$ cat src/rtl/mul_issue_ctrl.sv
// Issue/completion controller for a fixed-latency pipelined multiplier; optional stats via MUL_ISSUE_CTRL_STATS_EN.
// Latency: result visible on rsp_* MUL_LATENCY+1 cycles after issue; 1 result/cycle sustained.
// Backpressure: req_ready is credit-based (inflight + buffered < FIFO_DEPTH), so a result always has a slot.

// Circular result buffer; write happens at the edge, so a push is visible one cycle later.
// Latency: 1 cycle push-to-head. Backpressure: caller must not push when full (asserted).
module mul_issue_fifo #(
    parameter int WIDTH = 8,
    parameter int DEPTH = 8
) (
    input  logic                           clk,
    input  logic                           rst_n,
    input  logic                           clr,
    input  logic                           push,
    input  logic [WIDTH-1:0]               pushDat,
    input  logic                           pop,
    output logic [WIDTH-1:0]               headDat,
    output logic [$clog2(DEPTH+1)-1:0]     count,
    output logic                           full,
    output logic                           empty
);
    localparam int PTR_W = (DEPTH > 1) ? $clog2(DEPTH) : 1;
    localparam int CNT_W = $clog2(DEPTH+1);

    logic [WIDTH-1:0] mem [DEPTH];
    logic [PTR_W-1:0] wrPtr;
    logic [PTR_W-1:0] rdPtr;
    logic             wrEn;
    logic             rdEn;

    function automatic logic [PTR_W-1:0] incPtr(input logic [PTR_W-1:0] p);
        return (p == PTR_W'(DEPTH-1)) ? '0 : p + 1'b1;
    endfunction

    assign full  = (count == CNT_W'(DEPTH));
    assign empty = (count == '0);
    assign wrEn  = push & ~full;
    assign rdEn  = pop & ~empty;

    // Head reads as zero when empty so the response outputs are clean after reset/flush.
    assign headDat = empty ? '0 : mem[rdPtr];

    always_ff @(posedge clk or negedge rst_n) begin
        if (!rst_n) begin
            wrPtr <= '0;
            rdPtr <= '0;
            count <= '0;
        end else if (clr) begin
            wrPtr <= '0;
            rdPtr <= '0;
            count <= '0;
        end else begin
            if (wrEn) wrPtr <= incPtr(wrPtr);
            if (rdEn) rdPtr <= incPtr(rdPtr);
            count <= count + CNT_W'(wrEn) - CNT_W'(rdEn);
        end
    end

    always_ff @(posedge clk) begin
        if (wrEn && !clr) mem[wrPtr] <= pushDat;
    end

    pushWhenFull: assert property (@(posedge clk) disable iff (!rst_n) !(push && full && !clr));
endmodule

// Issue/completion controller; operands driven combinationally on fire, tags tracked in a valid/tag shift pipe.
// Latency: issue at edge N, FIFO push at edge N+MUL_LATENCY, rsp_valid the cycle after.
// Backpressure: rsp_ready stalls the FIFO head; credits throttle req_ready so pushes never overflow.
module mul_issue_ctrl #(
    parameter int WIDTH       = 32,
    parameter int TAG_WIDTH   = 5,
    parameter int MUL_LATENCY = 5,
    parameter int FIFO_DEPTH  = 8
) (
    input  logic                 clk,
    input  logic                 rst_n,
    input  logic                 flush,
    input  logic                 req_valid,
    output logic                 req_ready,
    input  logic [WIDTH-1:0]     req_multiplicand,
    input  logic [WIDTH-1:0]     req_multiplier,
    input  logic [TAG_WIDTH-1:0] req_tag,
    output logic [WIDTH-1:0]     mul_multiplicand,
    output logic [WIDTH-1:0]     mul_multiplier,
    input  logic [WIDTH-1:0]     mul_result,
    input  logic                 mul_overflow,
    output logic                 rsp_valid,
    input  logic                 rsp_ready,
    output logic [WIDTH-1:0]     rsp_result,
    output logic                 rsp_overflow,
    output logic [TAG_WIDTH-1:0] rsp_tag
`ifdef MUL_ISSUE_CTRL_STATS_EN
    ,
    output logic [31:0]          stat_issued,
    output logic [31:0]          stat_stall
`endif
);
    localparam int CNT_W = $clog2(FIFO_DEPTH+1);
    localparam int IF_W  = $clog2(MUL_LATENCY+1);

    typedef struct packed {
        logic [WIDTH-1:0]     result;
        logic                 overflow;
        logic [TAG_WIDTH-1:0] tag;
    } rspEntry_t;

    if (MUL_LATENCY < 1) begin : gBadLatency
        $error("MUL_LATENCY must be at least 1");
    end
    if (FIFO_DEPTH < MUL_LATENCY) begin : gBadDepth
        $error("FIFO_DEPTH must be >= MUL_LATENCY");
    end

    logic                 fire;
    logic                 push;
    logic                 pop;
    logic [MUL_LATENCY-1:0] pipeVld;
    logic [TAG_WIDTH-1:0] pipeTag [MUL_LATENCY];
    logic [IF_W-1:0]      inflight;
    logic [CNT_W-1:0]     fifoCount;
    logic [CNT_W:0]       creditsUsed;
    logic                 fifoFull;
    logic                 fifoEmpty;
    rspEntry_t            pushEntry;
    rspEntry_t            headEntry;

    // Registered counts only: a pop in this cycle does not return its credit until the next one.
    assign creditsUsed = (CNT_W+1)'(fifoCount) + (CNT_W+1)'(inflight);
    assign req_ready   = ~flush & (creditsUsed < (CNT_W+1)'(FIFO_DEPTH));
    assign fire        = req_valid & req_ready;

    assign mul_multiplicand = fire ? req_multiplicand : '0;
    assign mul_multiplier   = fire ? req_multiplier   : '0;

    always_ff @(posedge clk or negedge rst_n) begin
        if (!rst_n) begin
            pipeVld <= '0;
        end else if (flush) begin
            pipeVld <= '0;
        end else begin
            pipeVld[0] <= fire;
            for (int i = 1; i < MUL_LATENCY; i++) pipeVld[i] <= pipeVld[i-1];
        end
    end

    always_ff @(posedge clk or negedge rst_n) begin
        if (!rst_n) begin
            for (int i = 0; i < MUL_LATENCY; i++) pipeTag[i] <= '0;
        end else begin
            pipeTag[0] <= req_tag;
            for (int i = 1; i < MUL_LATENCY; i++) pipeTag[i] <= pipeTag[i-1];
        end
    end

    // The last pipe stage lines up with the multiplier output for the same op.
    assign push               = pipeVld[MUL_LATENCY-1];
    assign pushEntry.result   = mul_result;
    assign pushEntry.overflow = mul_overflow;
    assign pushEntry.tag      = pipeTag[MUL_LATENCY-1];

    always_ff @(posedge clk or negedge rst_n) begin
        if (!rst_n) begin
            inflight <= '0;
        end else if (flush) begin
            inflight <= '0;
        end else begin
            case ({fire, push})
                2'b10:   inflight <= inflight + 1'b1;
                2'b01:   inflight <= inflight - 1'b1;
                default: inflight <= inflight;
            endcase
        end
    end

    assign pop = rsp_valid & rsp_ready;

    mul_issue_fifo #(
        .WIDTH ($bits(rspEntry_t)),
        .DEPTH (FIFO_DEPTH)
    ) uRspFifo (
        .clk     (clk),
        .rst_n   (rst_n),
        .clr     (flush),
        .push    (push),
        .pushDat (pushEntry),
        .pop     (pop),
        .headDat (headEntry),
        .count   (fifoCount),
        .full    (fifoFull),
        .empty   (fifoEmpty)
    );

    assign rsp_valid    = ~fifoEmpty;
    assign rsp_result   = headEntry.result;
    assign rsp_overflow = headEntry.overflow;
    assign rsp_tag      = headEntry.tag;

`ifdef MUL_ISSUE_CTRL_STATS_EN
    // Statistics survive flush; only reset clears them.
    always_ff @(posedge clk or negedge rst_n) begin
        if (!rst_n) begin
            stat_issued <= '0;
            stat_stall  <= '0;
        end else begin
            stat_issued <= stat_issued + 32'(fire);
            stat_stall  <= stat_stall + 32'(req_valid & ~req_ready);
        end
    end
`endif
endmodule
$ cat config.mk
export PLATFORM = sky130hd
export DESIGN_NAME = mul_issue_ctrl
export DESIGN_NICKNAME = d
export VERILOG_FILES = /design/src/rtl/mul_issue_ctrl.sv
export SDC_FILE = /design/constraint.sdc
export NUM_CORES = 1
export LEC_CHECK = 0
export ABC_AREA = 1
export CAP_MARGIN = 20
export CORE_UTILIZATION = 45
export CTS_CLUSTER_DIAMETER = 100
export DETAILED_ROUTE_END_ITERATION = 6
export PLACE_DENSITY = 0.68
export SYNTH_ARGS = -nofsm -noshare
export SYNTH_HDL_FRONTEND = slang
export SYNTH_SLANG_ARGS = --single-unit
export TNS_END_PERCENT = 20
$ cat constraint.sdc
create_clock -name clk -period 4 [get_ports clk]
set_clock_uncertainty 0.15 [all_clocks]
set_input_delay 0.4 -clock clk [delete_from_list [all_inputs] [get_ports clk]]
set_output_delay 0.4 -clock clk [all_outputs]
set_load 0.01 [all_outputs]
==> impl_summary.txt, run 1 <==
----------------------------------------------------
[Timing]
  Count of endpoints failing setup in the final report ... 0
  Final hold slack ... 186 ps
  Time the worst path needs with I/O delays and setup ... 3490 ps
  Slew of the pin with the lowest slew margin ... 920 ps
  Fraction of the cycle the final worst path needs ... 87.1%
  Number of failing hold endpoints at the final stage ... 0
  Fmax ... 287 MHz
  Slew Viols, Final ... 0
  Unrepaired setup endpoints after global routing ... false
  Remaining max-slew budget at the tightest pin ... 38.7%
  TNS Setup ... 0 ps
  Final setup slack of the worst path ... 515 ps

[Clocking]
  Later-pin clock latency in the skew report ... 500 ps
  CTS Buffer Depth ... 3
  Root cell of the clock tree ... sky130_fd_sc_hd__clkbuf_16
  Count of clock tree sinks ... 347
  Total number of H-tree levels ... 2
  Post-CTS setup buffers ... 0
  Clk pin slew, worst setup/hold paths ... 60 ps
  TritonCTS buffer count ... 37
  CTS tree ... built

[GRT]
  Maximum number of pins on one net before global-route repair ... 72
  Number of antenna violations at the first check in global routing ... 0
  Vias in the first global route ... 9167
  Global-route wire length before repair ... 47800 µm
  Remaining Overflow, GRT ... 0
  Total routing usage reported by global routing ... 19.6%

[Floorplanning]
  Placement row count ... 64
  Initial core utilization ... 45.9%
  Width of the die ... 179 µm
  Total core area ... 30700 µm²
  Floorplan die area ... 32100 µm²
  Vert. Die Dim ... 179 µm
  Io pins ... 211

[Layout]
  Syn-to-layout area delta ... 25.9%
  Area taken by multi-input logic gates ... 3250 µm²
  Count of nets after finishing ... 1474
  Fraction of final layout cells sized beyond drive strength 1 ... 6.31%
  Layout Cell Area excl Fill ... 17800 µm²
  Ant diodes ... 0
  Filler instances ... 2429
  Seq. cell area ... 10200 µm²

[Pwr]
  PD cells ... 570 nW/µm²
  LEAKAGE ... 6.43 nW
  Power, Total ... 10.1 mW
  Worst-case vdd ir drop ... 0.372 mV

[Synth]
  Fraction of synthesis flops using an asynchronous set or reset pin ... 12.4%
  Most repeated cell in the gate-level netlist after synthesis ... sky130_fd_sc_hd__nor2_1
  Most area-consuming cells after synthesis ... sky130_fd_sc_hd__edfxtp_1 65%, sky130_fd_sc_hd__nor2_1 8.3%, sky130_fd_sc_hd__dfrtp_1 7.6%
  Cell count after synthesis ... 1147
  Count of yosys warnings during synthesis ... 0
  Fraction of post-synthesis cell area in the top cell type by area ... 64.6%
  Syn avg cell area ... 12.3 µm²
  Distinct cell type count of the synthesized netlist ... 27
  Top cells by instance count after synthesis ... 312 x sky130_fd_sc_hd__nor2_1, 304 x sky130_fd_sc_hd__edfxtp_1, 103 x sky130_fd_sc_hd__o21ai_0
  Share of synthesized area occupied by flip-flops and latches ... 72.2%
  Synthesized netlist net count ... 1268
  Number of flops mapped to enable cells by yosys ... 304
  Cell type with the largest total area after synthesis ... sky130_fd_sc_hd__edfxtp_1
  Ys flop type ... sky130_fd_sc_hd__edfxtp_1
  Cell area after technology mapping ... 14100 µm²
  Post-synthesis sequential element count ... 347

[Worst setup path]
  Worst flop-to-flop path startpoint ... uRspFifo.count[2]
  Crit path required time ... 3450 ps
  Slowest CP cell ... sky130_fd_sc_hd__dfrtp_4
  Buffering stage count on the worst path with inverters included ... 2
  Data arrival time of the worst path ... 2940 ps
  Timing startpoint of the critical path ... uRspFifo.rdPtr[1]
  Worst Path Class, Setup ... reg -> out
  Reg-to-reg setup timing slack ... 950 ps
  Kind of capture point of the worst setup path ... output port
  Worst path most repeated cell ... sky130_fd_sc_hd__o21ai_1
  Max stage delay on crit path ... 810 ps
  Dominant delay contributor by cell family on the critical path ... buffers and inverters
  Maximum fanout along the worst path ... 71
  Ordered list of cells on the worst path ... buf_12 -> o21ai_0 -> o21ai_1 -> o21ai_1 -> nor2_1 -> clkdlybuf4s50_1
  Startpoint type of the worst setup path ... flip-flop
  Worst R2R End ... uRspFifo.count[2]
  R2r worst-path depth ... 11

[Route]
  DRC Markers ... 10
  Number of vias in the routed layout ... 9249
  Average wire per cell in the routed design ... 17.6 µm
  Number of antenna-violating nets in the routed design ... 0
  Post-DR vias/cell ... 5.21
  First drt pass iteration count ... 7
  DRT iter0 DRCs ... 530
  Post-Route WL ... 31200 µm

[Hold path]
  Terminating pin of the worst hold path ... pipeTag[23]
  Kind of path behind the tightest hold check ... in -> reg
  Source of the worst hold timing path ... req_tag[3]
  Number of cells on the worst hold path ... 1

[Place]
  Worst setup slack after placement ... 842 ps
  Post-detailed-placement half-perimeter wirelength ... 17600 µm
  Final Wtd Congestion ... 0.761
  Post-DP Area ... 16600 µm²
  PortBufs ... 210

[Outcome]
  Status ... finished with violations
  Violated checks ... DRC

[Run]
  Max-cap violations ... 0

----------------------------------------------------
-- repair_timing --
| action | 4_1_cts | 5_1_grt |
|---|---|---|
| setup endpoints to repair | 0 | 0 |
| endpoints found under the hold margin | 43 | 0 |
| gates resized for setup | 0 | 0 |
| hold buffers | 1 | 0 |
-- cells in the final DEF, fill, tap and decap left out, types with 6 or more instances in the layout --
cell type,synthesis,routed
sky130_fd_sc_hd__buf_4,8,16
sky130_fd_sc_hd__clkbuf_1,23,11
sky130_fd_sc_hd__ha_1,12,12
sky130_fd_sc_hd__clkdlybuf4s50_1,0,209
sky130_fd_sc_hd__nor2_4,0,8
sky130_fd_sc_hd__edfxtp_1,304,304
sky130_fd_sc_hd__mux2i_1,38,38
sky130_fd_sc_hd__nor2_1,312,304
sky130_fd_sc_hd__o21ai_1,91,91
sky130_fd_sc_hd__buf_12,1,6
sky130_fd_sc_hd__o22ai_1,39,39
sky130_fd_sc_hd__clkbuf_16,0,37
sky130_fd_sc_hd__clkinv_1,0,6
sky130_fd_sc_hd__o21ai_0,103,103
sky130_fd_sc_hd__inv_1,88,88
sky130_fd_sc_hd__dfrtp_1,43,40
sky130_fd_sc_hd__nand3_1,7,6
sky130_fd_sc_hd__nand2_1,25,25
sky130_fd_sc_hd__nand4_1,6,6
-- per-stage QoR --
| stage | utilization, % | instances |
|---|---|---|
| 2_1_floorplan | - | 1147 |
| 3_3_place_gp | 54.1 | 1709 |
| 3_5_place_dp | 54.1 | 1709 |
| 4_1_cts | 57.8 | 1775 |
| 5_1_grt | 57.8 | 1775 |
| 6_report | 57.8 | 1775 |
-- cells by family after synthesis --
group / after synthesis / synth area share [%]
flip-flops: 347 / 72.2
multiplexers: 38 / 2.69
AND/OR/NAND/NOR: 352 / 9.59
XOR/XNOR: 3 / 0.186
buffers and inverters: 157 / 5.23
adder cells (fa/ha/maj): 14 / 1.35
AO/OA/AOI/OAI: 236 / 8.71
-- layout make-up --
type                       instances  share of cell area [%]
clock buffer                      51                    5.67
multi-input combinational        643                    18.3
timing repair buffer             233                    13.2
inverter                          91                    1.94
tap                              396                    2.79
clock inverter                    14                   0.697
sequential                       347                    57.4
-- state kept, by name, indices dropped and copies added (netlist names) --
| signal | count |
|---|---|
| uRspFifo.mem | 304 |
| pipeTag | 25 |
| pipeVld | 5 |
| uRspFifo.count | 4 |
| inflight | 3 |
| uRspFifo.rdPtr | 3 |
| uRspFifo.wrPtr | 3 |
-- worst register-to-register path, cell delays in order, from the launching register on --
cell and delay [ps]:
sky130_fd_sc_hd__dfrtp_1 380, sky130_fd_sc_hd__inv_1 100, sky130_fd_sc_hd__ha_1 170, sky130_fd_sc_hd__nand3_2 550
sky130_fd_sc_hd__nand2_1 310, sky130_fd_sc_hd__inv_1 120, sky130_fd_sc_hd__ha_1 290, sky130_fd_sc_hd__inv_1 40
sky130_fd_sc_hd__ha_1 200, sky130_fd_sc_hd__fa_1 410, sky130_fd_sc_hd__xnor2_1 160, sky130_fd_sc_hd__nor2_1 50
-- routing by layer --
layer  GRT usage, %  routed length [µm]
met2           35.4               15800
met3           3.18                1970
met4           6.72                 775
met5              0                   0
met1           23.6               12600
-- how the worst max path moves through the flow --
| stage | endpoint | slack, ps | cells past startpoint |
|---|---|---|---|
| 2_1_floorplan | uRspFifo.mem[0][0] | 770 | 7 |
| 3_3_place_gp | mul_multiplicand[22] | 910 | 9 |
| 3_5_place_dp | mul_multiplicand[24] | 840 | 9 |
| 4_1_cts | rsp_result[23] | 530 | 6 |
| 5_1_grt | rsp_result[2] | 320 | 8 |
| 6_report | rsp_result[29] | 510 | 6 |
-- report_power, final --
group	internal [mW]	switching [mW]	total [mW]
clock	1.89	1.29	3.18
sequential	3.99	0.111	4.10
combinational	1.27	1.57	2.84
Power figures use the tool's default switching activity.
==> run 2, diff against run 1 <==
ABC_AREA = 0   (was 1)
CORE_UTILIZATION = 40   (was 45)
PLACE_DENSITY = default   (was 0.68)
clock period = 3.8 ns   (was 4 ns; I/O delays follow)
==> impl_summary.txt, run 2 <==
----------------------------------------------------
[Outcome]
  Status ... completed

[GRT]
  Met1 global-route usage ... 20.9% (-2.7 points)
  Most used routing layer ... met2
  Global-route wire length before repair ... 44900 µm (-6.0%)
  GR met3 Demand/Resource ... 3.70% (+0.52 points)
  Total routing usage reported by global routing ... 17.2% (-2.4 points)
  Vias in the first global route ... 7727 (-16%)
  Number of antenna violations at the first check in global routing ... 1 (+1)
  Maximum number of pins on one net before global-route repair ... 66 (-8.3%)
  Remaining Overflow, GRT ... 0 (unchanged)
  Met2 track demand over resource in global routing ... 31.4% (-4.0 points)

[Floorplanning]
  Initial core utilization ... 40.7% (-5.2 points)
  Floorplan die area ... 34900 µm² (+8.7%)
  Width of the die ... 187 µm (+4.3%)
  Io pins ... 211 (unchanged)
  Vert. Die Dim ... 187 µm (+4.3%)
  Placement row count ... 67 (+4.7%)
  Total core area ... 33500 µm² (+9.0%)

[Timing]
  Slew Viols, Final ... 0 (unchanged)
  Fraction of the cycle the final worst path needs ... 91.7%
  Time the worst path needs with I/O delays and setup ... 3480 ps
  Count of endpoints failing setup in the final report ... 0 (unchanged)
  Fmax ... 287 MHz
  Remaining max-slew budget at the tightest pin ... 41.6% (+2.9 points)
  Number of failing hold endpoints at the final stage ... 0 (unchanged)
  Final setup slack of the worst path ... 316 ps (-199 ps)
  Unrepaired setup endpoints after global routing ... false
  Slew of the pin with the lowest slew margin ... 876 ps (-44.0 ps)

[Synth]
  Synthesized netlist net count ... 809 (-36%)
  Cell area after technology mapping ... 13700 µm² (-3.3%)
  Most area-consuming cells after synthesis ... sky130_fd_sc_hd__edfxtp_1 67%, sky130_fd_sc_hd__mux4_2 13%, sky130_fd_sc_hd__dfrtp_1 7.9%
  Share of synthesized area occupied by flip-flops and latches ... 74.7% (+2.4 points)
  Top cells by instance count after synthesis ... 304 x sky130_fd_sc_hd__edfxtp_1, 76 x sky130_fd_sc_hd__mux4_2, 64 x sky130_fd_sc_hd__and2_1
  Distinct cell type count of the synthesized netlist ... 40 (+48%)
  Post-synthesis sequential element count ... 347 (unchanged)
  Fraction of synthesis flops using an asynchronous set or reset pin ... 12.4% (unchanged)
  Cell type with the largest total area after synthesis ... sky130_fd_sc_hd__edfxtp_1
  Fraction of post-synthesis cell area in the top cell type by area ... 66.8% (+2.2 points)
  Ys flop type ... sky130_fd_sc_hd__edfxtp_1
  Syn avg cell area ... 19.9 µm² (+61%)
  Cell count after synthesis ... 688 (-40%)
  Count of yosys warnings during synthesis ... 0 (unchanged)
  Number of flops mapped to enable cells by yosys ... 304 (unchanged)
  Most repeated cell in the gate-level netlist after synthesis ... sky130_fd_sc_hd__edfxtp_1

[Layout]
  Commonest non-fill, non-tap cell in the layout ... sky130_fd_sc_hd__edfxtp_1
  Syn-to-layout area delta ... 29.4%
  Register with the most flip-flops ... uRspFifo.mem
  Top library cells by usage in the layout, fill and taps aside ... 304 x sky130_fd_sc_hd__edfxtp_1, 209 x sky130_fd_sc_hd__clkdlybuf4s50_1, 76 x sky130_fd_sc_hd__mux4_2
  Ant diodes ... 0 (unchanged)
  Flip-flop count of the largest register after layout ... 304 (unchanged)
  Fraction of final layout cells sized beyond drive strength 1 ... 17.9% (+12 points)
  Top Registers ... uRspFifo.mem x304, pipeTag x25, pipeVld x5
  Count of nets after finishing ... 1049 (-29%)

[Clocking]
  Count of clock tree sinks ... 347 (unchanged)
  Later-pin clock latency in the skew report ... 500 ps (about the same)
  TritonCTS buffer count ... 36 (-2.7%)
  Root cell of the clock tree ... sky130_fd_sc_hd__clkbuf_16
  CTS tree ... built
  Post-cts repair resize count ... 0 (unchanged)
  Number of buffers added to fix hold violations after cts ... 1 (unchanged)
  Clk pin slew, worst setup/hold paths ... 60 ps (about the same)
  CTS Buffer Depth ... 3 (unchanged)
  Total number of H-tree levels ... 2 (unchanged)
  Post-CTS setup buffers ... 0 (unchanged)

[Worst setup path]
  Max stage delay on crit path ... 840 ps (+30 ps)
  Reg-to-reg setup timing slack ... 1070 ps (+120 ps)
  Crit path required time ... 3270 ps (-180 ps)
  Worst flop-to-flop path startpoint ... uRspFifo.count[2]
  Maximum fanout along the worst path ... 30 (-58%)
  Slowest CP cell ... sky130_fd_sc_hd__dfrtp_4
  Worst Path Class, Setup ... reg -> out
  R2r worst-path depth ... 6 (-5)
  Ordered list of cells on the worst path ... buf_4 -> mux4_2 -> mux2i_1 -> nor2_1 -> clkdlybuf4s50_1
  Startpoint type of the worst setup path ... flip-flop
  Worst R2R End ... uRspFifo.mem[5][32]
  Kind of capture point of the worst setup path ... output port
  Data arrival time of the worst path ... 2950 ps (about the same)

[Route]
  DRT iter0 DRCs ... 283 (-47%)
  Number of antenna-violating nets in the routed design ... 0 (unchanged)
  Post-DR vias/cell ... 5.00 (-4.0%)
  Post-Route WL ... 29200 µm (-6.3%)
  First drt pass iteration count ... 4 (-3)
  Number of vias in the routed layout ... 7011 (-24%)
  Average wire per cell in the routed design ... 20.8 µm (+19%)
  DRC Markers ... 0 (-10)

[Pwr]
  Worst-case vdd ir drop ... 0.318 mV (-15%)
  LEAKAGE ... 5.79 nW (-9.9%)
  Power, Total ... 9.90 mW (-2.2%)
  Combinational group share of total power ... 21.9% (-6.2 points)
  Sw Share ... 24.5% (-4.9 points)
  Switching power ... 2.43 mW (-18%)
  Sequential power share ... 43.9% (+3.4 points)
  PD cells ... 560 nW/µm² (-1.7%)
  Clk pwr share ... 34.2% (+2.8 points)
  Internal power consumption ... 7.47 mW (+4.5%)

[Run]
  Max-cap violations ... 0 (unchanged)

[Hold path]
  Number of cells on the worst hold path ... 1 (unchanged)
  Source of the worst hold timing path ... req_tag[1]
  Kind of path behind the tightest hold check ... in -> reg
  Terminating pin of the worst hold path ... pipeTag[21]

[Place]
  Post-detailed-placement half-perimeter wirelength ... 18300 µm (+4.2%)
  Final Wtd Congestion ... 0.814 (+7.0%)
  PortBufs ... 210 (unchanged)
  Worst setup slack after placement ... 571 ps (-271 ps)

----------------------------------------------------
==> run 2: cell count changes after synthesis, moves of 39 or more <==
cell / previous run / this run
sky130_fd_sc_hd__o21ai_0: 103 / 3
sky130_fd_sc_hd__and2_1: 0 / 64
sky130_fd_sc_hd__inv_1: 88 / 11
sky130_fd_sc_hd__o21ai_1: 91 / 0
sky130_fd_sc_hd__mux4_2: 0 / 76
sky130_fd_sc_hd__nor2_1: 312 / 48
sky130_fd_sc_hd__o22ai_1: 39 / 0
==> run 2: area by class of cell <==
class | count | area (µm²)
Tap cell | 448 | 561
Clock buffer | 52 | 1000
Sequential cell | 347 | 10200
Fill cell | 2690 | 15900
Multi-Input combinational cell | 294 | 3310
Inverter | 11 | 41.3
Clock inverter | 12 | 145
Timing Repair Buffer | 238 | 2400
==> run 2: power by group through the flow <==
stage,Clock [mW],Sequential (mW),Combinational [mW]
6_report,3.38,4.35,2.17
5_1_grt,3.63,4.37,2.35
4_1_cts,3.48,4.35,2.24
3_5_place_dp,0,4.43,2.22
3_3_place_gp,0,4.43,2.21
2_1_floorplan,0,4.29,1.28
==> run 2: critical path, delay by kind of cell, from the launching register on <==
family        cells  cell delay, ps
flops             1             840
buf+inv           2             810
mux               2             740
simple gates      1              60
==> run 2: worst max-delay path by stage <==
| stage | endpoint | cells after the start | start | slack, ps |
|---|---|---|---|---|
| after floorplan | uRspFifo.mem[0][0] | 5 | uRspFifo.count[2] | -630 |
| after global placement | mul_multiplier[18] | 6 | flush | 570 |
| after detailed placement | mul_multiplier[18] | 6 | flush | 570 |
| after CTS | rsp_result[13] | 5 | uRspFifo.rdPtr[0] | 210 |
| after global routing | rsp_result[13] | 5 | uRspFifo.rdPtr[0] | 100 |
| final | rsp_result[13] | 5 | uRspFifo.rdPtr[0] | 320 |
==> run 2: through the flow <==
stage / instance area, µm² / hold WS [ps] / utilization [%] / std cells / setup TNS, ps
4_1_cts: 17700 / 142 / 52.7 / 1402 / 0
2_1_floorplan: 13700 / -65.6 / - / 688 / -23840
3_3_place_gp: 16500 / 182 / 49.3 / 1337 / 0
5_1_grt: 17700 / 139 / 52.7 / 1402 / 0
3_5_place_dp: 16500 / 186 / 49.3 / 1337 / 0
6_report: 17700 / 157 / 52.7 / 1402 / 0
==> run 2: cells by family after synthesis <==
logic type                 count (synthesis)  share of synthesized area, %
AOI/OAI and AO/OA                         18                          1.04
xor gates and xnor gates                   2                         0.128
adders and majority gates                 14                          1.39
buffers and inverters                     47                          1.57
DFF                                      347                          74.7
muxes                                    116                          15.5
and+or+nand+nor                          144                          5.72
==> run 2: metal layers <==
metal  wire length [µm]  share of wire (%)
met1              11700                 40
met2              15600                 54
met3               1600                5.5
met4                315                1.1
met5                  0                  0
==> run 3, diff against run 2 <==
DONT_BUFFER_PORTS = 1   (was default)
SYNTH_HIERARCHICAL = 1   (was default)
==> impl_summary.txt, run 3 <==
----------------------------------------------------
[Outcome]
  Status ... completed

[Worst setup path]
  Worst Path Class, Setup ... reg -> out
  Startpoint type of the worst setup path ... flip-flop
  Kind of capture point of the worst setup path ... output port
  Maximum fanout along the worst path ... 65 (+120%)
  Crit path required time ... 3270 ps (about the same)
  Data arrival time of the worst path ... 2790 ps (-160 ps)
  R2r worst-path depth ... 12 (+6)

[Synth]
  Syn avg cell area ... 20.7 µm² (+4.3%)
  Share of synthesized area occupied by flip-flops and latches ... 75.1% (+0.41 points)
  Most area-consuming cells after synthesis ... sky130_fd_sc_hd__edfxtp_1 67%, sky130_fd_sc_hd__mux4_2 13%, sky130_fd_sc_hd__dfrtp_1 7.9%
  Cell area after technology mapping ... 13600 µm² (-0.54%)
  Cell type with the largest total area after synthesis ... sky130_fd_sc_hd__edfxtp_1
  Synthesized netlist net count ... 777 (-4.0%)
  Post-synthesis sequential element count ... 347 (unchanged)
  Fraction of post-synthesis cell area in the top cell type by area ... 67.2% (+0.36 points)
  Fraction of synthesis flops using an asynchronous set or reset pin ... 12.4% (unchanged)
  Ys flop type ... sky130_fd_sc_hd__edfxtp_1
  Top cells by instance count after synthesis ... 304 x sky130_fd_sc_hd__edfxtp_1, 76 x sky130_fd_sc_hd__mux4_2, 64 x sky130_fd_sc_hd__and2_1
  Cell count after synthesis ... 656 (-4.7%)
  Number of flops mapped to enable cells by yosys ... 304 (unchanged)
  Distinct cell type count of the synthesized netlist ... 46 (+15%)
  Count of yosys warnings during synthesis ... 6 (+6)
  Most repeated cell in the gate-level netlist after synthesis ... sky130_fd_sc_hd__edfxtp_1

[Clocking]
  Count of clock tree sinks ... 347 (unchanged)
  TritonCTS buffer count ... 37 (+2.8%)
  Clk pin slew, worst setup/hold paths ... 60 ps (about the same)
  Post-CTS setup buffers ... 0 (unchanged)
  Total number of H-tree levels ... 2 (unchanged)
  CTS Buffer Depth ... 3 (unchanged)
  CTS tree ... built
  Later-pin clock latency in the skew report ... 520 ps (+20 ps)
  Root cell of the clock tree ... sky130_fd_sc_hd__clkbuf_16

[Pwr]
  Sw Share ... 25.6% (+1.1 points)
  LEAKAGE ... 5.20 nW (-10%)
  Worst-case vdd ir drop ... 0.294 mV (-7.4%)
  PD cells ... 618 nW/µm² (+10%)
  Clk pwr share ... 38.0% (+3.8 points)
  Sequential power share ... 44.5% (+0.6 points)
  Switching power ... 2.51 mW (+3.6%)
  Internal power consumption ... 7.31 mW (-2.1%)
  Combinational group share of total power ... 17.5% (-4.4 points)

[Timing]
  Slew of the pin with the lowest slew margin ... 968 ps (+92.6 ps)
  Count of endpoints failing setup in the final report ... 0 (unchanged)
  Final setup slack of the worst path ... 483 ps (+167 ps)
  Remaining max-slew budget at the tightest pin ... 33.8% (-7.8 points)
  Fraction of the cycle the final worst path needs ... 87.3% (-4.4 points)
  Unrepaired setup endpoints after global routing ... false
  Slew Viols, Final ... 0 (unchanged)
  Time the worst path needs with I/O delays and setup ... 3320 ps (-167 ps)
  Fmax ... 301 MHz (+5.0%)
  Number of failing hold endpoints at the final stage ... 0 (unchanged)

[GRT]
  Global-route wire length before repair ... 43800 µm (-2.6%)
  Number of antenna violations at the first check in global routing ... 10 (+9)
  Vias in the first global route ... 7137 (-7.6%)
  Remaining Overflow, GRT ... 0 (unchanged)
  Maximum number of pins on one net before global-route repair ... 66 (unchanged)
  Total routing usage reported by global routing ... 17.1% (-0.044 points)

[Layout]
  Fraction of final layout cells sized beyond drive strength 1 ... 22.8% (+4.9 points)
  Top library cells by usage in the layout, fill and taps aside ... 304 x sky130_fd_sc_hd__edfxtp_1, 76 x sky130_fd_sc_hd__mux4_2, 64 x sky130_fd_sc_hd__and2_1
  Top Registers ... uRspFifo/mem x304, pipeTag x25, pipeVld x5
  Non-filler cells in the finished layout ... 1200 (-14%)
  Syn-to-layout area delta ... 17.0%
  Commonest non-fill, non-tap cell in the layout ... sky130_fd_sc_hd__edfxtp_1
  Flip-flop count of the largest register after layout ... 304 (unchanged)
  Register with the most flip-flops ... uRspFifo/mem
  Count of nets after finishing ... 836 (-20%)
  Final core utilization ... 47.5% (-5.2 points)

[Route]
  Number of antenna-violating nets in the routed design ... 0 (unchanged)
  First drt pass iteration count ... 4 (unchanged)
  DRT iter0 DRCs ... 441 (+56%)
  Post-Route WL ... 29400 µm (+0.66%)
  Post-DR vias/cell ... 5.45 (+8.9%)
  DRC Markers ... 0 (unchanged)
  Average wire per cell in the routed design ... 24.5 µm (+18%)
  Number of vias in the routed layout ... 6534 (-6.8%)

[Floorplanning]
  Vert. Die Dim ... 186 µm (-0.27%)
  Placement row count ... 67 (unchanged)
  Width of the die ... 186 µm (-0.27%)
  Total core area ... 33400 µm² (-0.25%)
  Io pins ... 211 (unchanged)
  Initial core utilization ... 40.6% (-0.12 points)
  Floorplan die area ... 34700 µm² (-0.53%)

[Hold path]
  Kind of path behind the tightest hold check ... in -> reg
  Number of cells on the worst hold path ... 3 (+2)

[Run]
  Max-cap violations ... 0 (unchanged)

[Place]
  Worst setup slack after placement ... 772 ps (+201 ps)
  Number of placed instances, taps included ... 1083 (-19%)
  PortBufs ... 0 (-100%)
  Post-detailed-placement half-perimeter wirelength ... 16500 µm (-10%)
  Final Wtd Congestion ... 0.716 (-12%)

----------------------------------------------------
==> run 3: changes by cell type after synthesis, sizes merged, moves of 2 or more <==
cell / change
mux2i: -40
nor2: -40
a22o: +38
o21ai: +6
clkbuf: -5
buf: +4
nand2: -4
nor2b: +3
nor4: +3
or3: -3
a21oi: +2
or4: +2
==> run 3: final timing paths <==
check / endpoint / from / slack [ps]
hold reg to reg: pipeTag[0] / pipeTag[5] / 190
min in group asynchronous: pipeTag[21] / rst_n / 230
setup / recovery: mul_multiplier[13] / inflight[2] / 480
hold / removal: uRspFifo/rdPtr[2] / rsp_ready / 20
setup reg to reg: uRspFifo/count[3] / uRspFifo/count[2] / 750
max in group asynchronous: uRspFifo/rdPtr[0] / rst_n / 3010
==> run 3: cells by family after synthesis <==
kind of cell	count (synthesis)	synth area share (%)
adder cells (fa/ha/maj)	14	1.40
AND/OR/NAND/NOR	108	5.10
AO/OA/AOI/OAI	63	3.73
multiplexers	77	12.7
flip-flops	347	75.1
XOR/XNOR	1	0.0645
buffers and inverters	46	1.93
==> run 3: worst max-delay path, stage by stage, from the launching register on <==
cell and delay (ps):
sky130_fd_sc_hd__dfrtp_1 390, sky130_fd_sc_hd__ha_1 230, sky130_fd_sc_hd__or4b_4 540, sky130_fd_sc_hd__a21oi_4 740
sky130_fd_sc_hd__and2_1 350
==> run 3: repair_timing <==
action | 4_1_cts | 5_1_grt
hold endpoints to repair | 329 | 0
gates resized for setup | 0 | 0
hold buffers | 41 | 0
==> run 3: per-layer routing <==
layer  global-route usage, %  share of wire, %  vias up
met1                    19.6                37     3391
met5                       0                 0        -
met3                    3.42               5.9       65
li1                        -                 -     2795
met2                    31.0                54      283
met4                    7.53               3.6        0
==> run 3: power groups by stage <==
stage / clock network, mW / logic [mW] / registers, mW
5_1_grt: 3.97 / 1.84 / 4.39
6_report: 3.74 / 1.72 / 4.37
2_1_floorplan: 0 / 1.44 / 4.30
4_1_cts: 3.83 / 1.76 / 4.38
3_5_place_dp: 0 / 1.67 / 4.46
3_3_place_gp: 0 / 1.64 / 4.45
==> run 3: metrics by stage <==
| stage | total power, mW | instance area [µm²] | hold slack (ps) | TNS [ps] |
|---|---|---|---|---|
| finish | 9.83 | 15900 | 16.5 | 0 |
| global route | 10.2 | 15900 | 25.0 | 0 |
| CTS | 9.97 | 15900 | 0.975 | 0 |
| detailed placement | 6.13 | 14200 | -64.4 | 0 |
| global placement | 6.10 | 14200 | -64.2 | 0 |
| floorplan | 5.74 | 13600 | -65.6 | -185950 |
==> run 3: area by class of cell <==
cell class / instances / area (µm²)
Inverter: 11 / 41.3
Timing Repair Buffer: 55 / 571
Sequential cell: 347 / 10200
Antenna cell: 8 / 20.0
Tap cell: 448 / 561
Multi-Input combinational cell: 263 / 3210
Fill cell: 2743 / 17500
Clock buffer: 48 / 1070
Clock inverter: 20 / 221
